$ cat src/rtl/mlx90640_pkg.sv
// rtl/mlx90640_pkg.sv - shared MLX90640 geometry, merge FSM states and chess-mask helper
package mlx90640_pkg;

    localparam int MLX_COLS   = 32;
    localparam int MLX_ROWS   = 24;
    localparam int MLX_PIXELS = MLX_COLS * MLX_ROWS;
    localparam int MLX_AUX    = 64;
    localparam int MLX_WORDS  = MLX_PIXELS + MLX_AUX;

    typedef enum logic [1:0] {
        IDLE  = 2'd0,
        FETCH = 2'd1,
        RUN   = 2'd2,
        DONE  = 2'd3
    } merge_state_t;

    // Subpage 0 owns pixels whose row+col is even; subpage 1 owns the rest.
    function automatic logic mlx_chess_bit(input int k, input logic sp);
        int row;
        int col;
        logic even;
        row  = k / MLX_COLS;
        col  = k % MLX_COLS;
        even = (((row + col) & 1) == 0);
        return sp ? ~even : even;
    endfunction

endpackage

$ cat src/rtl/mlx90640_subpage_merge_if.sv
// rtl/mlx90640_subpage_merge_if.sv - sensor word stream in, frame-buffer write port and status out
interface mlx90640_subpage_merge_if #(
    parameter int WIDTH = 16,
    parameter int DEPTH = 32*24+64
);
    localparam int ADDRW = $clog2(DEPTH);
    localparam int CW    = $clog2(DEPTH+1);

    logic             start;
    logic             subpage;
    logic             s_valid;
    logic             s_ready;
    logic [WIDTH-1:0] s_data;
    logic             m_wr_en;
    logic [ADDRW-1:0] m_wr_addr;
    logic [WIDTH-1:0] m_wr_data;
    logic             busy;
    logic             done;
    logic [CW-1:0]    wr_count;

    modport master (
        output start, subpage, s_valid, s_data,
        input  s_ready, m_wr_en, m_wr_addr, m_wr_data, busy, done, wr_count
    );

    modport slave (
        input  start, subpage, s_valid, s_data,
        output s_ready, m_wr_en, m_wr_addr, m_wr_data, busy, done, wr_count
    );

endinterface

$ cat src/rtl/mlx90640_subpages_rom_sync.sv
// rtl/mlx90640_subpages_rom_sync.sv - registered-output chess-pattern mask ROM for both subpages
module mlx90640_subpages_rom_sync
    import mlx90640_pkg::*;
#(
    parameter int WIDTH = 1,
    parameter int DEPTH = MLX_WORDS
) (
    input  logic                     clk,
    input  logic                     rst_n,
    input  logic [$clog2(DEPTH)-1:0] addr,
    output logic [WIDTH-1:0]         data_pg0,
    output logic [WIDTH-1:0]         data_pg1
);
    localparam int AW   = $clog2(DEPTH);
    localparam int SIZE = 1 << AW;

    // Table is padded to a power of two so the one-past-last lookahead address reads 0.
    function automatic logic [SIZE-1:0] build_mask(input logic sp);
        logic [SIZE-1:0] m;
        m = '0;
        for (int k = 0; k < DEPTH; k++) begin
            if (k < MLX_PIXELS) begin
                m[k] = mlx_chess_bit(k, sp);
            end
        end
        return m;
    endfunction

    localparam logic [SIZE-1:0] MASK_PG0 = build_mask(1'b0);
    localparam logic [SIZE-1:0] MASK_PG1 = build_mask(1'b1);

    logic [WIDTH-1:0] data_pg0_d, data_pg0_q;
    logic [WIDTH-1:0] data_pg1_d, data_pg1_q;

    always_comb begin
        data_pg0_d    = '0;
        data_pg1_d    = '0;
        data_pg0_d[0] = MASK_PG0[addr];
        data_pg1_d[0] = MASK_PG1[addr];
    end

    always_ff @(posedge clk or negedge rst_n) begin
        if (!rst_n) begin
            data_pg0_q <= '0;
            data_pg1_q <= '0;
        end else begin
            data_pg0_q <= data_pg0_d;
            data_pg1_q <= data_pg1_d;
        end
    end

    assign data_pg0 = data_pg0_q;
    assign data_pg1 = data_pg1_q;

endmodule

$ cat src/rtl/mlx90640_subpage_merge.sv
// rtl/mlx90640_subpage_merge.sv - writes one subpage's pixels plus all aux words of a RAM dump to the frame buffer
module mlx90640_subpage_merge
    import mlx90640_pkg::*;
#(
    parameter int WIDTH = 16,
    parameter int DEPTH = 32*24+64
) (
    input  logic                      clk,
    input  logic                      rst_n,
    mlx90640_subpage_merge_if.slave   bus
);
    localparam int ADDRW = $clog2(DEPTH);
    localparam int CW    = $clog2(DEPTH+1);

    localparam logic [ADDRW-1:0] LAST_IDX = ADDRW'(DEPTH-1);
    localparam logic [ADDRW-1:0] AUX_BASE = ADDRW'(MLX_PIXELS);

    merge_state_t     state_d, state_q;
    logic             sp_d, sp_q;
    logic [ADDRW-1:0] idx_d, idx_q;
    logic [CW-1:0]    wr_count_d, wr_count_q;
    logic             m_wr_en_d, m_wr_en_q;
    logic [ADDRW-1:0] m_wr_addr_d, m_wr_addr_q;
    logic [WIDTH-1:0] m_wr_data_d, m_wr_data_q;

    logic [ADDRW-1:0] rom_addr;
    logic [0:0]       data_pg0;
    logic [0:0]       data_pg1;
    logic             accept;
    logic             sel;

    mlx90640_subpages_rom_sync #(
        .WIDTH (1),
        .DEPTH (MLX_WORDS)
    ) u_rom (
        .clk      (clk),
        .rst_n    (rst_n),
        .addr     (rom_addr),
        .data_pg0 (data_pg0),
        .data_pg1 (data_pg1)
    );

    assign accept = (state_q == RUN) && bus.s_valid;
    assign sel    = sp_q ? data_pg1[0] : data_pg0[0];

    always_comb begin
        state_d     = state_q;
        sp_d        = sp_q;
        idx_d       = idx_q;
        wr_count_d  = wr_count_q;
        m_wr_en_d   = 1'b0;
        m_wr_addr_d = m_wr_addr_q;
        m_wr_data_d = m_wr_data_q;
        rom_addr    = idx_q;
        case (state_q)
            IDLE: begin
                rom_addr = '0;
                if (bus.start) begin
                    sp_d       = bus.subpage;
                    idx_d      = '0;
                    wr_count_d = '0;
                    state_d    = FETCH;
                end
            end
            FETCH: begin
                state_d = RUN;
            end
            RUN: begin
                // Look one word ahead on accept so the next mask bit lands without a bubble.
                if (accept) begin
                    rom_addr    = idx_q + 1'b1;
                    m_wr_addr_d = idx_q;
                    m_wr_data_d = bus.s_data;
                    m_wr_en_d   = sel || (idx_q >= AUX_BASE);
                    if (m_wr_en_d) begin
                        wr_count_d = wr_count_q + 1'b1;
                    end
                    idx_d = idx_q + 1'b1;
                    if (idx_q == LAST_IDX) begin
                        state_d = DONE;
                    end
                end
            end
            DONE: begin
                state_d = IDLE;
            end
            default: begin
                state_d = IDLE;
            end
        endcase
    end

    always_ff @(posedge clk or negedge rst_n) begin
        if (!rst_n) begin
            state_q     <= IDLE;
            sp_q        <= 1'b0;
            idx_q       <= '0;
            wr_count_q  <= '0;
            m_wr_en_q   <= 1'b0;
            m_wr_addr_q <= '0;
            m_wr_data_q <= '0;
        end else begin
            state_q     <= state_d;
            sp_q        <= sp_d;
            idx_q       <= idx_d;
            wr_count_q  <= wr_count_d;
            m_wr_en_q   <= m_wr_en_d;
            m_wr_addr_q <= m_wr_addr_d;
            m_wr_data_q <= m_wr_data_d;
        end
    end

    assign bus.s_ready   = (state_q == RUN);
    assign bus.busy      = (state_q == FETCH) || (state_q == RUN);
    assign bus.done      = (state_q == DONE);
    assign bus.m_wr_en   = m_wr_en_q;
    assign bus.m_wr_addr = m_wr_addr_q;
    assign bus.m_wr_data = m_wr_data_q;
    assign bus.wr_count  = wr_count_q;

endmodule

$ cat src/flat_wrapper.sv
// flat-port wrapper written by rule: the top's interface ports become plain ports
module mlx90640_subpage_merge_flat import mlx90640_pkg::*;
#(
    parameter int WIDTH = 16,
    parameter int DEPTH = 32*24+64
)
  (clk, rst_n, bus_start, bus_subpage, bus_s_valid, bus_s_data, bus_s_ready, bus_m_wr_en, bus_m_wr_addr, bus_m_wr_data, bus_busy, bus_done, bus_wr_count);
  mlx90640_subpage_merge_if #(.WIDTH(WIDTH), .DEPTH(DEPTH)) bus_i ();
  input  logic clk;
  input  logic rst_n;
  input wire logic [$bits(bus_i.start)-1:0] bus_start;
  input wire logic [$bits(bus_i.subpage)-1:0] bus_subpage;
  input wire logic [$bits(bus_i.s_valid)-1:0] bus_s_valid;
  input wire logic [$bits(bus_i.s_data)-1:0] bus_s_data;
  output wire logic [$bits(bus_i.s_ready)-1:0] bus_s_ready;
  output wire logic [$bits(bus_i.m_wr_en)-1:0] bus_m_wr_en;
  output wire logic [$bits(bus_i.m_wr_addr)-1:0] bus_m_wr_addr;
  output wire logic [$bits(bus_i.m_wr_data)-1:0] bus_m_wr_data;
  output wire logic [$bits(bus_i.busy)-1:0] bus_busy;
  output wire logic [$bits(bus_i.done)-1:0] bus_done;
  output wire logic [$bits(bus_i.wr_count)-1:0] bus_wr_count;
  assign bus_i.start = bus_start;
  assign bus_i.subpage = bus_subpage;
  assign bus_i.s_valid = bus_s_valid;
  assign bus_i.s_data = bus_s_data;
  assign bus_s_ready = bus_i.s_ready;
  assign bus_m_wr_en = bus_i.m_wr_en;
  assign bus_m_wr_addr = bus_i.m_wr_addr;
  assign bus_m_wr_data = bus_i.m_wr_data;
  assign bus_busy = bus_i.busy;
  assign bus_done = bus_i.done;
  assign bus_wr_count = bus_i.wr_count;
  mlx90640_subpage_merge #(.WIDTH(WIDTH), .DEPTH(DEPTH)) u_core (.clk(clk), .rst_n(rst_n), .bus(bus_i));
endmodule
$ cat config.mk
export PLATFORM = sky130hd
export DESIGN_NAME = mlx90640_subpage_merge_flat
export DESIGN_NICKNAME = d
export VERILOG_FILES = /design/src/rtl/mlx90640_pkg.sv /design/src/rtl/mlx90640_subpage_merge_if.sv /design/src/rtl/mlx90640_subpages_rom_sync.sv /design/src/rtl/mlx90640_subpage_merge.sv /design/src/flat_wrapper.sv
export SDC_FILE = /design/constraint.sdc
export NUM_CORES = 1
export LEC_CHECK = 0
export ABC_AREA = 1
export CORE_MARGIN = 5
export CORE_UTILIZATION = 55
export DETAILED_ROUTE_END_ITERATION = 12
export DONT_BUFFER_PORTS = 1
export HOLD_SLACK_MARGIN = 0.15
export PLACE_DENSITY = 0.7
export SYNTH_ARGS = -nofsm -noshare
export SYNTH_HDL_FRONTEND = slang
export SYNTH_HIERARCHICAL = 1
export SYNTH_SLANG_ARGS = --single-unit
$ cat constraint.sdc
create_clock -name clk -period 2.8 [get_ports clk]
set_input_delay 0.56 -clock clk [delete_from_list [all_inputs] [get_ports clk]]
set_output_delay 0.56 -clock clk [all_outputs]
set_load 0.01 [all_outputs]
Yosys cells after proc, flatten, opt, wreduce, memory -nomap -nowiden
Memory sizes are Yosys's and may differ from the RTL's. A register that Yosys moved wholly into a read port is not among the register bits.
Index checks and enable logic that the tools add are counted.
{"block": "totals", "n_memories": 2, "elab_cells": 46, "output_inout_bits": 40, "reg_bits": 50, "mem_bits_ro": 2048}
{"name": "(name not given)", "words": 1024, "word_bits": 1, "rd": 1, "rd_clocked_by_memory_dff": 1, "wr": 0, "line_no": "mlx90640_subpages_rom_sync.sv:39", "text": "data_pg1_d[0] = MASK_PG1[addr];"}
{"name": "(name not given)", "words": 1024, "word_bits": 1, "rd": 1, "rd_clocked_by_memory_dff": 1, "wr": 0, "line_no": "mlx90640_subpages_rom_sync.sv:38", "text": "data_pg0_d[0] = MASK_PG0[addr];"}
{"block": "op_classes", "reduce_logical": 12, "muxes": 14, "add_sub_neg": 2, "n_eq_ne": 8, "magnitude_cmp": 1}
{"op": "$pmux 10 s2", "n": 3}
{"op": "$mux 10", "n": 4}
{"op": "$add 10x1->10 const B", "n": 2}
{"op": "$eq 10x10->1 const B", "n": 1}
{"op": "$ge 10x10->1 const B", "n": 1}
{"op": "$pmux 2 s4", "n": 1}
{"op": "$mux 2", "n": 3}
{"op": "$ne 2x1->1 const B", "n": 3}
{"op": "$reduce_and 2->1", "n": 3}
{"op": "$eq 2x2->1 const B", "n": 2}
{"op": "$reduce_and 4->1", "n": 1}
{"op": "$mux 1", "n": 3}
{"op": "$reduce_and 3->1", "n": 1}
{"op": "$eq 2x1->1 const B", "n": 1}
{"op": "$logic_not 1->1", "n": 2}
{"op": "$logic_not 2->1", "n": 1}
{"op": "$logic_or 1x1->1", "n": 2}
{"op": "$ne 2x2->1 const B", "n": 1}
{"op": "$reduce_bool 2->1", "n": 1}
{"op": "$logic_and 1x1->1", "n": 1}

Longest topological paths before layout
Gate-level depths: netlist (run 1).
{"block": "depth", "word_depth": 5, "mapped_depth": 13, "ltp_nobuf": 12}

Cells and area by module
The synthesis (run 1) kept the hierarchy.
{"module": "mlx90640_subpage_merge", "cells_per_inst": 329, "n_inst": 1, "area_each_um2": 2543.7, "seq_area_each_um2": 1251.2}
{"module": "mlx90640_subpages_rom_sync", "cells_per_inst": 14, "n_inst": 1, "area_each_um2": 100.1, "seq_area_each_um2": 50.0}

Worst setup path after synthesis (run 1)
OpenSTA, ideal clock, no wires.
{"block": "synth_path", "path_type": "reg2reg", "from": "register u_core.state_q[0]", "to": "register u_core.u_rom.data_pg0_q (netlist: u_core/u_rom/data_pg0)", "setup_slack_ns": 1.020, "path_stages_with_launch": 13, "setup_ns": 0.116, "arrival_time_ns": 1.664, "cell_sequence": "dfrtp_1 inv_1 ha_1 buf_4 nand3_2 nor2_2 nand3_1 nand3_1 o21ai_0 inv_1 nand2_1 nand2_1 nor2_2"}
{"block": "synth_between", "elab_chain_len": 4, "word_cells_on_any_way": 5}
{"element": "from (decl)", "line_no": "mlx90640_subpage_merge.sv:18", "text": "merge_state_t state_d, state_q;"}
{"element": "from (signal assigned)", "line_no": "mlx90640_subpage_merge.sv:103", "text": "state_q <= state_d;"}
{"element": "$eq 2x2->1 *"}
{"element": "via bus_s_ready", "line_no": "flat_wrapper.sv:15", "text": "output wire logic [$bits(bus_i.s_ready)-1:0] bus_s_ready;"}
{"element": "$logic_and 1x1->1", "line_no": "mlx90640_subpage_merge.sv:43", "text": "assign accept = (state_q == RUN) && bus.s_valid;"}
{"element": "$mux 10"}
{"element": "$pmux 10 s2 *", "line_no": "mlx90640_subpage_merge.sv:55", "text": "case (state_q)"}
{"element": "via u_core.rom_addr[5]", "line_no": "mlx90640_subpage_merge.sv:26", "text": "logic [ADDRW-1:0] rom_addr;"}
{"element": "to (decl)", "line_no": "mlx90640_subpages_rom_sync.sv:32", "text": "logic [WIDTH-1:0] data_pg0_d, data_pg0_q;"}
The timed path passes the listed nets; every way through them passes the cells marked *.
A chain may end at the register's enable or synchronous reset.

Worst setup path in the final report (run 1)
{"block": "layout_path", "from": "register u_core.state_q[0]", "to": "register u_core.u_rom.data_pg0_q (netlist: u_core/u_rom/data_pg0)"}
{"block": "layout_between", "elab_chain_len": 4, "word_cells_on_any_way": 5}
{"element": "$eq 2x2->1", "line_no": "mlx90640_subpage_merge.sv:43, mlx90640_subpage_merge.sv:55"}
{"element": "$logic_and 1x1->1", "line_no": "mlx90640_subpage_merge.sv:43"}
{"element": "$mux 10"}
{"element": "$pmux 10 s2 *", "line_no": "mlx90640_subpage_merge.sv:55"}
{"element": "via u_core.rom_addr[0]", "line_no": "mlx90640_subpage_merge.sv:26"}
Marked as above.

==> run summary, run 1 <==
Outcome: complete, no violations
Power Total: 2300 uW
Wire per inst: 14.4 um
Post-DRT Antenna Nets: 0
Full die area: 6200 um2
Placement Setup Slack: 0.696 ns
Post-synthesis average cell area: 7.76 um2
Via count: 2,091
Vias in the first global route: 2,085
CP Capture Type: register
Die span in x: 78.8 um
Area grow syn2layout: 5.87%
TritonCTS Sinks: 52
Gate Count Post-Synth: 335
Ant. Diodes: 0
DRT iter0 DRCs: 102
CTS root buf: clkbuf_8
RSZ-0062 raised after global routing: false
Achievable frequency: 0.476 GHz
Cts hold-fix bufs: 2
Final setup margin: 0.700 ns
Clk_lat worst skew: 0.31 ns
Crit path kind: reg2reg
Setup TNS Final: 0 ns
Hold WC Path Type: in2reg
Commonest non-fill, non-tap cell in the layout: nand2_1
PortBufs: 0
Commonest non-fill, non-tap cells in the layout: 132 x nand2_1, 52 x dfrtp_1, 33 x inv_1, 28 x nand3_1, 22 x o21ai_0
Max VDD drop: 0.490 mV
CTS tree: yes
Overall routing resource usage: 19.6%
Largest net degree at the start of global routing: 53
CP max FO: 37
Die Y: 78.8 um
Warnings, synthesis: 6
Num ports: 61
Hpwl dp: 3.97 mm
TritonRoute pass-1 iters: 4
Relative slew slack: 76.0%
Post-CTS Setup Repair Bufs: 0
Final-report hold violation count: 0
WP data required: 3.01 ns
Worst-path clk slew: 0.11 ns
Final setup fails: 0
Final GP Congestion: 0.825
Critical path launch point type: register
Num rows: 25
Tcrit/Tclk final: 75.0%
Syn nets: 361
Period minus WS final: 2.10 ns
Post-Syn Area: 2600 um2
Critical path arrival: 2.31 ns
Initial antenna violation count: 0
Share of post-route cells with drive strength above 1: 7.46%
Gr ovfl total: 0
Resize count post-CTS: 0
First-pass GRT wire length: 9.67 mm
Placed cells: 379
Vias per cell: 5.38
Final Non-Filler Cells: 389
# H-tree levels: 2
Initial Util: 55.8%
CORE AREA: 4660 um2
Clk_skew: 0.0105 ns
Leak: 0.00139 uW
Final Max Slew Viols: 0
# Max-Cap Violations: 0
Power density cells: 837 nW/um2
WL final: 5.59 mm
Nets: 360
Total CTS buffers: 5
Slew @ Worst Pin: 0.356 ns
DRC Markers: 0
CTS Buffer Depth: 2
==> registers in the layout, indices dropped and copies added, names as in the netlist <==
signal / cells
u_core/bus.m_wr_data: 16
u_core/bus.m_wr_en: 1
u_core/u_rom/data_pg1: 1
u_core/idx_q: 10
u_core/bus.wr_count: 10
u_core/u_rom/data_pg0: 1
u_core/sp_q: 1
u_core/state_q: 2
u_core/bus.m_wr_addr: 10
==> final timing paths <==
| check | startpoint | endpoint | slack [ns] | cells after the start |
|---|---|---|---|---|
| worst max-delay path | u_core/state_q[0]$_DFFE_PN0P_ | u_core/u_rom/data_pg0$_DFF_PN0_ | 0.70 | 11 |
| worst min-delay path | bus_s_data[13] | u_core/bus.m_wr_data[13]$_DFFE_PN0P_ | 0.35 | 2 |
| worst max register to register | u_core/state_q[0]$_DFFE_PN0P_ | u_core/u_rom/data_pg0$_DFF_PN0_ | 0.70 | 11 |
| worst min register to register | u_core/sp_q$_DFFE_PN0P_ | u_core/sp_q$_DFFE_PN0P_ | 0.55 | 2 |
| max in group asynchronous | rst_n | u_core/idx_q[1]$_DFFE_PN0P_ | 1.81 | 2 |
| min in group asynchronous | rst_n | u_core/bus.m_wr_data[9]$_DFFE_PN0P_ | 0.75 | 2 |
==> critical path: stages (launching register included) <==
cell	delay, ns
dfrtp_1	0.40
inv_1	0.10
ha_1	0.38
nand2_4	0.30
inv_1	0.22
nand2_1	0.11
nand3_1	0.09
o21ai_0	0.16
inv_2	0.10
nand2_1	0.05
nand2_1	0.08
nor2_2	0.03
==> layout make-up <==
cell class / instances / area [um2]
tap: 54 / 67.6
clock inverter: 3 / 27.5
clock buffer: 5 / 68.8
sequential: 52 / 1300
timing repair buffer: 4 / 52.6
fill: 428 / 1910
multi-input combinational: 235 / 1100
inverter: 36 / 135
==> report_power, final <==
part           switching (uW)  internal, uW  leakage, uW  total [uW]
Sequential                191           918     0.000691        1110
Combinational             540           203     0.000650         743
Clock                     269           184    0.0000463         453
==> layer usage <==
| metal | up-vias | GRT usage (%) | routed length, um |
|---|---|---|---|
| li1 | 1061 | - | - |
| met1 | 967 | 24.4 | 2390 |
| met2 | 55 | 32.8 | 2660 |
| met3 | 8 | 5.78 | 458 |
| met4 | 0 | 6.29 | 80 |
| met5 | - | 0 | 0 |
==> metrics by stage <==
stage                     hold slack (ns)  area, um2  util, %
after floorplan                     0.264       2600        -
after global placement              0.266       2620     56.2
after detailed placement            0.266       2620     56.2
after CTS                           0.341       2750     59.1
after global routing                0.330       2750     59.1
final                               0.351       2750     59.1
No activity file was read; power rests on OpenSTA's default activity.
==> run 2, diff against run 1 <==
--- a/config.mk
+++ b/config.mk
@@ -11,7 +11,7 @@
 export DETAILED_ROUTE_END_ITERATION = 12
 export DONT_BUFFER_PORTS = 1
 export HOLD_SLACK_MARGIN = 0.15
-export PLACE_DENSITY = 0.7
+export PLACE_DENSITY = 0.73
 export SYNTH_ARGS = -nofsm -noshare
 export SYNTH_HDL_FRONTEND = slang
 export SYNTH_HIERARCHICAL = 1
==> constraint.sdc (replaced) <==
create_clock -name clk -period 1.9 [get_ports clk]
set_input_delay 0.38 -clock clk [delete_from_list [all_inputs] [get_ports clk]]
set_output_delay 0.38 -clock clk [all_outputs]
set_load 0.01 [all_outputs]
==> run summary, run 2 (synthesized netlist as in run 1, its figures left out) <==
Met1 Track Usage GR: 24.0%
Final GP Congestion: 0.794
Post-DRT Antenna Nets: 0
Setup TNS Final: 0 ns
Worst R2R Path Depth: 10
Period minus WS final: 1.70 ns
Area grow syn2layout: 7.98%
Outcome: complete, no violations
Buf/Inv on CP: 5
Relative slew slack: 79.3%
Met2 GRT Util: 31.1%
Initial Util: 55.8%
Achievable frequency: 0.588 GHz
DRT iter0 DRCs: 92
Die span in x: 78.8 um
Busiest grt layer: met2
CP max stage cell: dfrtp_1
Via count: 2,115
Ant. Diodes: 0
Most used cell, CP: inv_1
Gr ovfl total: 0
Vias per cell: 5.38
Vias in the first global route: 2,013
Final Non-Filler Cells: 393
TritonRoute pass-1 iters: 4
Total CTS buffers: 5
Wire per inst: 13.9 um
WL final: 5.46 mm
Filler cell count: 430
Final Max Slew Viols: 0
Critical path arrival: 1.94 ns
# H-tree levels: 2
Power Total: 3480 uW
DRC Markers: 0
Nets: 365
Final-report hold violation count: 0
Met3 GRT Util: 4.76%
Footprint of the multi-input gates: 1120 um2
Crit path kind: reg2reg
Clk_skew: 0.00652 ns
Power density cells: 1240 nW/um2
Worst-path clk slew: 0.09 ns
Slew @ Worst Pin: 0.307 ns
Fin Hold WS: 0.179 ns
Final setup fails: 0
Post-CTS Setup Repair Bufs: 0
WP depth: 10
Critical Path Max Stage Delay: 0.38 ns
# Max-Cap Violations: 0
Num ports: 61
Max reg flops: 16
TritonCTS Sinks: 52
PortBufs: 0
Clk_lat worst skew: 0.30 ns
CORE AREA: 4660 um2
Max VDD drop: 0.739 mV
Share of post-route cells with drive strength above 1: 9.14%
Cell family with most CP delay: buffers and inverters
Hold WC Path Type: in2reg
Tcrit/Tclk final: 89.4%
Hpwl dp: 3.97 mm
Critical path launch point type: register
CTS Buffer Depth: 2
CP max FO: 15
CTS root buf: clkbuf_8
Placed cells: 384
Initial antenna violation count: 0
Full die area: 6200 um2
Commonest non-fill, non-tap cell in the layout: nand2_1
CTS tree: yes
Register area: 1300 um2
Hold Path Stages: 2
CP Capture Type: register
Commonest non-fill, non-tap cells in the layout: 132 x nand2_1, 52 x dfrtp_1, 33 x inv_1, 28 x nand3_1, 21 x o21ai_0
Critical Path, Cell by Cell: inv_1 > buf_4 > ha_1 > inv_1 > nand2_4 > nand2_4 > buf_4 > inv_1 > nand4_1 > nand2_1
First-pass GRT wire length: 9.27 mm
Leak: 0.00141 uW
Die Y: 78.8 um
WP data required: 2.14 ns
Largest net degree at the start of global routing: 53
Overall routing resource usage: 18.9%
RSZ-0062 raised after global routing: false
Num rows: 25
[run 2: cell count changes in the layout (fill, tap and decap cells not counted)]
cell	before	now
buf_4	2	7
clkbuf_8	5	6
clkinvlp_4	1	0
ha_1	5	4
ha_4	0	1
inv_8	1	0
nor2_2	4	3
nor2_4	0	1
nor3_1	1	0
nor3_2	0	1
o21ai_0	22	21
o21ai_1	7	8
[run 2: area by class of cell]
type	instances	area share, %
multi-input combinational	235	40.0
timing repair buffer	9	3.21
inverter	36	4.81
tap	54	2.41
sequential	52	46.3
clock inverter	1	0.312
clock buffer	6	2.94
[run 2: repair_timing]
item / CTS / global route
hold buffers: 2 / 0
gates resized for setup: 0 / 5
setup endpoints to repair: 0 / 8
hold endpoints to repair: 52 / 0
[run 2: metrics by stage]
| stage | setup WS, ns | area, um2 | util [%] |
|---|---|---|---|
| 2_1_floorplan | 0.120 | 2600 | - |
| 3_3_place_gp | 0.132 | 2660 | 57.0 |
| 3_5_place_dp | 0.0410 | 2660 | 57.0 |
| 4_1_cts | 0.0174 | 2790 | 59.8 |
| 5_1_grt | 0.0163 | 2810 | 60.3 |
| 6_report | 0.201 | 2810 | 60.3 |
[run 2: metal layers]
metal,wire length [um],share of wire [%]
met5,0,0
met4,63,1.2
met3,357,6.5
met2,2630,48
met1,2410,44
[run 2: path summary, 6_finish.rpt]
| path | start | end | slack, ns |
|---|---|---|---|
| max | u_core/state_q[0]$_DFFE_PN0P_ | u_core/idx_q[8]$_DFFE_PN0P_ | 0.20 |
| min | bus_s_data[13] | u_core/bus.m_wr_data[13]$_DFFE_PN0P_ | 0.18 |
| max reg2reg | u_core/state_q[0]$_DFFE_PN0P_ | u_core/idx_q[8]$_DFFE_PN0P_ | 0.20 |
| min reg2reg | u_core/sp_q$_DFFE_PN0P_ | u_core/sp_q$_DFFE_PN0P_ | 0.55 |
| max in group asynchronous | rst_n | u_core/idx_q[5]$_DFFE_PN0P_ | 1.10 |
| min in group asynchronous | rst_n | u_core/bus.m_wr_data[9]$_DFFE_PN0P_ | 0.58 |
[run 2: power by group]
part           total, uW  switching (uW)  internal [uW]
combinational       1210             819            387
clock                635             344            291
sequential          1640             284           1350
total               3480            1450           2030
[run 2: worst reg2reg max path, stage by stage (launching register included)]
cell	delay [ns]
dfrtp_1	0.38
inv_1	0.11
buf_4	0.13
ha_1	0.18
inv_1	0.08
nand2_4	0.10
nand2_4	0.05
buf_4	0.18
inv_1	0.22
nand4_1	0.14
nand2_1	0.07
